`src/rtl/spi_shift_engine_if.sv`:
```
// Parallel-side bundle of the SPI shift engine: load handshake plus the received word.
// The engine uses the slave view; the controlling FSM (or a bench) uses the master view.
interface spi_shift_engine_if #(
  parameter int WIDTH = 8
);
  logic             load_valid;
  logic [WIDTH-1:0] load_data;
  logic             load_ready;
  logic [WIDTH-1:0] rx_data;
  logic             rx_valid;
  logic             busy;

  modport master (
    output load_valid, load_data,
    input  load_ready, rx_data, rx_valid, busy
  );

  modport slave (
    input  load_valid, load_data,
    output load_ready, rx_data, rx_valid, busy
  );
endinterface

```
`src/rtl/spi_shift_engine.sv`:
```
// SPI mode-0 serialiser/deserialiser: loads a parallel word, shifts on serial-clock
// falls, samples on rises, and pulses rx_valid for one cycle when a word completes.
module spi_shift_engine #(
  parameter int WIDTH     = 8,
  parameter int MSB_FIRST = 1
) (
  input  logic                 clk,
  input  logic                 reset_n,
  input  logic                 sclk_rise,
  input  logic                 sclk_fall,
  input  logic                 abort,
  input  logic                 serial_in,
  output logic                 serial_out,
  spi_shift_engine_if.slave    bus
);
  localparam int CW = $clog2(WIDTH + 1);
  localparam logic [CW-1:0] LAST_BIT = CW'(WIDTH - 1);

  typedef enum logic [1:0] {IDLE, SHIFT, DONE} state_t;

  state_t           state;
  logic [WIDTH-1:0] shreg;
  logic [WIDTH-1:0] shifted;
  logic             sample;
  logic             in_bit;
  logic [CW-1:0]    count;

  assign serial_out = (MSB_FIRST != 0) ? shreg[WIDTH-1] : shreg[0];

  // A coincident rise and fall shifts in the live serial_in, not the stale sample.
  // NOTE: always_comb gives every output a value on every path, so no latch is inferred.
  always_comb begin
    in_bit  = sclk_rise ? serial_in : sample;
    shifted = shreg;
    if (MSB_FIRST != 0) shifted = {shreg[WIDTH-2:0], in_bit};
    else                shifted = {in_bit, shreg[WIDTH-1:1]};
  end

  // NOTE: sequential state uses non-blocking assignments so every register samples
  // pre-edge values regardless of statement order.
  always_ff @(posedge clk or negedge reset_n) begin
    if (!reset_n) begin
      state          <= IDLE;
      shreg          <= '0;
      sample         <= 1'b0;
      count          <= '0;
      bus.rx_data    <= '0;
      bus.rx_valid   <= 1'b0;
      bus.busy       <= 1'b0;
      bus.load_ready <= 1'b1;
    end else begin
      bus.rx_valid <= 1'b0;
      if (abort) begin
        // shreg is deliberately kept; only the transfer bookkeeping is cancelled
        state          <= IDLE;
        count          <= '0;
        bus.busy       <= 1'b0;
        bus.load_ready <= 1'b1;
      end else begin
        unique case (state)
          IDLE: begin
            if (bus.load_valid) begin
              shreg          <= bus.load_data;
              count          <= '0;
              state          <= SHIFT;
              bus.busy       <= 1'b1;
              bus.load_ready <= 1'b0;
            end
          end
          SHIFT: begin
            if (sclk_rise) sample <= serial_in;
            if (sclk_fall) begin
              shreg <= shifted;
              count <= count + CW'(1);
              if (count == LAST_BIT) begin
                bus.rx_data  <= shifted;
                bus.rx_valid <= 1'b1;
                state        <= DONE;
              end
            end
          end
          DONE: begin
            state          <= IDLE;
            bus.busy       <= 1'b0;
            bus.load_ready <= 1'b1;
          end
          default: state <= IDLE;
        endcase
      end
    end
  end
endmodule

```
`src/flat_wrapper.sv`:
```
// flat-port wrapper written by rule: the top's interface ports become plain ports
module spi_shift_engine_flat 
#(
  parameter int WIDTH     = 8,
  parameter int MSB_FIRST = 1
)
  (clk, reset_n, sclk_rise, sclk_fall, abort, serial_in, serial_out, bus_load_valid, bus_load_data, bus_load_ready, bus_rx_data, bus_rx_valid, bus_busy);
  spi_shift_engine_if #(.WIDTH(WIDTH)) bus_i ();
  input  logic clk;
  input  logic reset_n;
  input  logic sclk_rise;
  input  logic sclk_fall;
  input  logic abort;
  input  logic serial_in;
  output logic serial_out;
  input wire logic [$bits(bus_i.load_valid)-1:0] bus_load_valid;
  input wire logic [$bits(bus_i.load_data)-1:0] bus_load_data;
  output wire logic [$bits(bus_i.load_ready)-1:0] bus_load_ready;
  output wire logic [$bits(bus_i.rx_data)-1:0] bus_rx_data;
  output wire logic [$bits(bus_i.rx_valid)-1:0] bus_rx_valid;
  output wire logic [$bits(bus_i.busy)-1:0] bus_busy;
  assign bus_i.load_valid = bus_load_valid;
  assign bus_i.load_data = bus_load_data;
  assign bus_load_ready = bus_i.load_ready;
  assign bus_rx_data = bus_i.rx_data;
  assign bus_rx_valid = bus_i.rx_valid;
  assign bus_busy = bus_i.busy;
  spi_shift_engine #(.WIDTH(WIDTH), .MSB_FIRST(MSB_FIRST)) u_core (.clk(clk), .reset_n(reset_n), .sclk_rise(sclk_rise), .sclk_fall(sclk_fall), .abort(abort), .serial_in(serial_in), .serial_out(serial_out), .bus(bus_i));
endmodule
```
`config.mk`:
```
export PLATFORM = sky130hd
export DESIGN_NAME = spi_shift_engine_flat
export DESIGN_NICKNAME = d
export VERILOG_FILES = /design/src/rtl/spi_shift_engine_if.sv /design/src/rtl/spi_shift_engine.sv /design/src/flat_wrapper.sv
export SDC_FILE = /design/constraint.sdc
export NUM_CORES = 1
export LEC_CHECK = 0
export CAP_MARGIN = 10
export CORE_MARGIN = 2
export CORE_UTILIZATION = 50
export CTS_BUF_LIST = sky130_fd_sc_hd__clkbuf_8
export DETAILED_ROUTE_END_ITERATION = 8
export GPL_TIMING_DRIVEN = 0
export PLACE_DENSITY = 0.79
export SETUP_SLACK_MARGIN = 0.2
export SLEW_MARGIN = 20
export SYNTH_ARGS = -nofsm -noshare
export SYNTH_HDL_FRONTEND = slang
export SYNTH_SLANG_ARGS = --single-unit
export TNS_END_PERCENT = 1
```
`constraint.sdc`:
```
create_clock -name clk -period 1.9 [get_ports clk]
set_input_delay 0.475 -clock clk [delete_from_list [all_inputs] [get_ports clk]]
set_output_delay 0.475 -clock clk [all_outputs]
set_load 0.02 [all_outputs]
```
* After elaboration in Yosys (flattened, before gate mapping)
Index checks and enable logic that the tools add are counted.
** Word-level totals
- Input bits :: 15
- Flip-flop bits (word level) :: 26
- Word-level logic and storage cells :: 51
- Output and inout bits :: 12
** Operators by class
- Bitwise operators :: 1
- Eq/ne operators :: 8
- $add $sub $neg :: 1
- Reductions and logical operators :: 10
- Muxes and demuxes :: 23
** Operators by type and width (number)
- $mux W8 :: 2
- $pmux W8 S2 :: 1
- $mux W4 :: 3
- $mux W1 :: 9
- $mux W2 :: 4
- $pmux W4 S2 :: 1
- $reduce_and A4 Y1 :: 2
- $ne A3 B3 Y1 const B :: 2
- $reduce_and A3 Y1 :: 2
- $reduce_bool A3 Y1 :: 2
- $add A4 B1 Y4 const B :: 1
- $eq A4 B3 Y1 const B :: 1
- $ne A2 B2 Y1 const B :: 2
- $pmux W1 S2 :: 2
- $pmux W2 S2 :: 1
- $reduce_and A2 Y1 :: 2
- $ne A3 B2 Y1 const B :: 1
- $eq A2 B1 Y1 const B :: 1
- $eq A2 B2 Y1 const B :: 1
- $logic_not A2 Y1 :: 1
- $reduce_bool A2 Y1 :: 1
- $not A1 Y1 :: 1

* Longest topological paths before layout
- Depth in word-level cells :: 5
- Mapped depth :: 5

* Least setup slack after synthesis
No wires, ideal clock.
- Kind :: register to register
- Start point :: register u_core.count[0]
- End point :: register u_core.bus.rx_data[0]
- Cell stages (with the launch flop) :: 5
- Setup slack :: 369 ps
- Arrival :: 1406 ps
- Required time :: 1775 ps
- Cell sequence :: dfrtp_1 ha_1 nand4b_2 nor3_4 mux2_2
** Between the ends
- Longest elaborated chain between the ends :: 2
** Ends and longest elaborated chain
- start: declaration :: RTL line spi_shift_engine.sv:26 : logic [CW-1:0] count;
- start signal: assignment :: RTL line spi_shift_engine.sv:74 : count <= count + CW'(1);
- $eq A4 B3 Y1 :: RTL line spi_shift_engine.sv:75 : if (count == LAST_BIT) begin
- $reduce_and A4 Y1 (no source line)
- end signal: assignment :: RTL line spi_shift_engine.sv:76 : bus.rx_data <= shifted;
- end: declaration :: RTL line spi_shift_engine_if.sv:20 : output load_ready, rx_data, rx_valid, busy
Every way passes these cells.
A chain may end at the register's enable or synchronous reset.

* Final worst setup path
- Start point :: register u_core.shreg[7]
- End point :: output serial_out
** RTL lines
- start: declaration :: RTL line spi_shift_engine.sv:22 : logic [WIDTH-1:0] shreg;
- start signal: assignment :: RTL line spi_shift_engine.sv:63 : shreg <= bus.load_data;
- start signal: assignment :: RTL line spi_shift_engine.sv:73 : shreg <= shifted;
- end: declaration :: RTL line flat_wrapper.sv:15 : output logic serial_out;
No word-level cell between the ends.

==> metrics.md <==
| Metric | Value |
|---|---|
| Status | finished clean |
| Initial Utilization | 53.55% |
| Top delay family on crit path | buffers and inverters |
| Measured slew at the worst slew-check pin | 566.5 ps |
| IO Pins | 27 |
| RSZ-0062 raised after global routing | true |
| Final setup margin | 192.4 ps |
| DR WL/cell | 15.40 um |
| Routed WL | 2326 um |
| Reg-to-reg startpoint | u_core.count[0]$_DFFE_PN0P_ |
| Cts bufs inserted | 3 |
| Worst Setup Path Type | flop to output pin |
| Port bufs | 26 |
| Sequential area share after synthesis | 53.99% |
| Cell area after synthesis | 1207 um^2 |
| Syn. warnings | 0 |
| CTS clk-pin slew, worst paths | 90 ps |
| CTS Sinks | 26 |
| Max cap viols | 0 |
| Total power draw | 1.333 mW |
| Crit path DAT | 1230 ps |
| R2R Setup Slk | 220 ps |
| Die area | 2824 um^2 |
| Fin crit period | 1708 ps |
| First-pass GRT wire length | 3836 um |
| Overall routing resource usage | 18.52% |
| Starting DRT DRC Count | 12 |
| Initial antenna violation count | 0 |
| RR Endpoint | u_core.bus.rx_data[7]$_DFFE_PN0P_ |
| Area leader, netlist | dfrtp_1 |
| Mapped Avg Cell Area | 13.42 um^2 |
| Leak pwr | 0.7708 nW |
| Finish-stage setup viols | 0 |
| PwrDens | 824.0 nW/um^2 |
| Worst-Skew Late Latency | 270 ps |
| Slowest-stage cell, CP | clkdlybuf4s50_1 |
| Die W | 53.14 um |
| Buf/Inv on CP | 1 |
| Row Count | 17 |
| Worst Hold Class | primary input to async pin |
| DRC Markers | 0 |
| Share of cells above drive strength 1 | 34.15% |
| Antenna Nets Post-Route | 0 |
| Syn Nets | 106 |
| Largest net degree at the start of global routing | 27 |
| H-Tree Depth | 1 |
| Slew margin rel. | 62.23% |
| Worst path max stage delay | 610 ps |
| CTS tree | built |
| Core area | 2255 um^2 |
| Worst VDD drop | 0.7596 mV |
| Hold slack | 187.6 ps |
| Hold buffers post-CTS | 0 |
| Post-placement setup slack | -331.1 ps |
| Final #Nets | 140 |
| Worst endpoint required time | 1420 ps |
| Antenna diode count | 0 |
| Final hold viol count | 0 |
| Die height | 53.14 um |
| CP startpoint kind | flop |
| Worst Setup End Kind | output pin |
| Syn-to-layout area delta | 33.99% |
| Vias/cell | 5.609 |
| Fillcell total | 177 |
| Period Utilization, post-route | 89.87% |
| Yosys cell types | 25 |
| DPL Wire Length | 1577 um |
| Synth area leaders | dfrtp_1 52%, mux2_2 24%, nor3_4 2.7% |
| Vias in the first global route | 872 |
| Clk buf depth | 2 |
| Post-synthesis cell count | 90 |
| Clock Skews | 4.385 ps |
| GRT overflow | 0 |
| Crit-path max FO | 2 |
| Router iterations before antenna repair | 4 |
| Synthesized flop and latch total | 26 |
| Worst-path cell chain | clkdlybuf4s50_1 |
| Fmax | 585.6 MHz |
| Pins Over Slew Limit | 0 |
| CTS root buf | clkbuf_8 |
| Routed via count | 847 |
| Synth top area share | 51.81% |
| FF-to-FF path depth | 5 |
| RD Place Congestion | 0.7991 |
-- cell usage in the layout (no fill, tap or decap), types with 2 or more instances in the layout --
cell type / synthesis / final
nand4b_1: 2 / 2
dlymetal6s2s_1: 0 / 2
buf_4: 0 / 2
nor3_1: 3 / 3
clkbuf_8: 0 / 3
nor2b_1: 3 / 3
clkdlybuf4s50_1: 0 / 22
inv_1: 2 / 2
dfrtp_1: 25 / 25
buf_2: 2 / 4
o21ai_0: 4 / 4
nor2_1: 2 / 2
a21oi_1: 4 / 4
nor3_4: 2 / 2
mux2_2: 26 / 26
nand2b_1: 2 / 2
-- through the flow --
step | cells | instance area [um^2] | utilization [%] | TNS [ps]
floorplan | 90 | 1207 | - | 0
global placement | 144 | 1503 | 66.65 | -4610
detailed placement | 144 | 1498 | 66.43 | -4759
CTS | 149 | 1588 | 70.42 | 0
global route | 151 | 1618 | 71.75 | 0
finish | 151 | 1618 | 71.75 | 0
-- cell usage after synthesis --
cell,n
nor2b_1,3
mux2i_2,1
buf_1,1
or4_1,1
nor3_1,3
clkbuf_1,1
nor4b_1,1
dfrtp_1,25
o21ai_0,4
nor2_1,2
a31oi_1,1
ha_1,1
nand3b_1,1
buf_2,2
inv_1,2
o21a_1,1
nand2b_1,2
o2bb2ai_1,1
a21oi_1,4
mux2_2,26
nand4b_2,1
nand4b_1,2
nor3_4,2
dfstp_2,1
and3_1,1
-- layout make-up --
cell class              instances  area (um^2)  share of cell area [%]
repair buffers                 29        294.0                   18.17
well taps                      28        35.03                   2.166
plain buffers                   4        18.77                   1.160
clock inverters                 1        30.03                   1.856
flip-flops and latches         26        651.9                   40.29
clock buffers                   3        41.29                   2.552
multi-input cells              58        539.3                   33.33
inverters                       2        7.507                  0.4640
-- timing repair --
action,4_1_cts,5_1_grt
pin swaps,2,1
setup endpoints to repair,25,28
setup buffers,1,2
resized for setup,1,5
-- how the worst max path moves through the flow --
stage,start,cells past startpoint,end
after floorplan,u_core.count[0]$_DFFE_PN0P_,4,u_core.bus.rx_data[0]$_DFFE_PN0P_
after global placement,sclk_fall,4,u_core.bus.rx_data[7]$_DFFE_PN0P_
after detailed placement,sclk_fall,4,u_core.bus.rx_data[0]$_DFFE_PN0P_
after CTS,sclk_fall,4,u_core.shreg[7]$_DFFE_PN0P_
after global routing,u_core.bus.rx_data[6]$_DFFE_PN0P_,1,bus_rx_data[6]
final,u_core.shreg[7]$_DFFE_PN0P_,1,serial_out
-- report_power, final --
| group | leakage [nW] | internal, mW | switching (mW) | total, mW |
|---|---|---|---|---|
| Combinational | 0.398 | 0.130 | 0.0908 | 0.221 |
| Clock | 0.0357 | 0.282 | 0.175 | 0.457 |
| Sequential | 0.338 | 0.617 | 0.0375 | 0.655 |
| Total | 0.771 | 1.03 | 0.304 | 1.33 |
-- per-layer routing --
metal	share of wire (%)	GRT usage [%]	vias to the layer above
met4	0.52	3.846	0
met2	51	31.67	22
li1	-	-	393
met5	0	0	-
met1	43	24.95	430
met3	4.6	2.825	2
-- registers in the layout, summed over array words and instances (netlist names) --
| register | flops |
|---|---|
| u_core.bus.rx_data | 8 |
| u_core.shreg | 8 |
| u_core.count | 4 |
| u_core.state | 2 |
| u_core.bus.busy | 1 |
| u_core.bus.load_ready | 1 |
| u_core.bus.rx_valid | 1 |
| u_core.sample | 1 |
-- cell families (layout without fill, tap and decap cells) --
| kind of cell | count (synthesis) | count (layout) | synth area share (%) |
|---|---|---|---|
| mux | 27 | 27 | 25.39 |
| buf+inv | 6 | 39 | 2.072 |
| compound gates | 11 | 11 | 5.182 |
| simple gates | 19 | 19 | 12.33 |
| fa+ha+maj | 1 | 1 | 1.036 |
| flops | 26 | 26 | 53.99 |
Note: power is estimated with default switching activity, not from simulation.
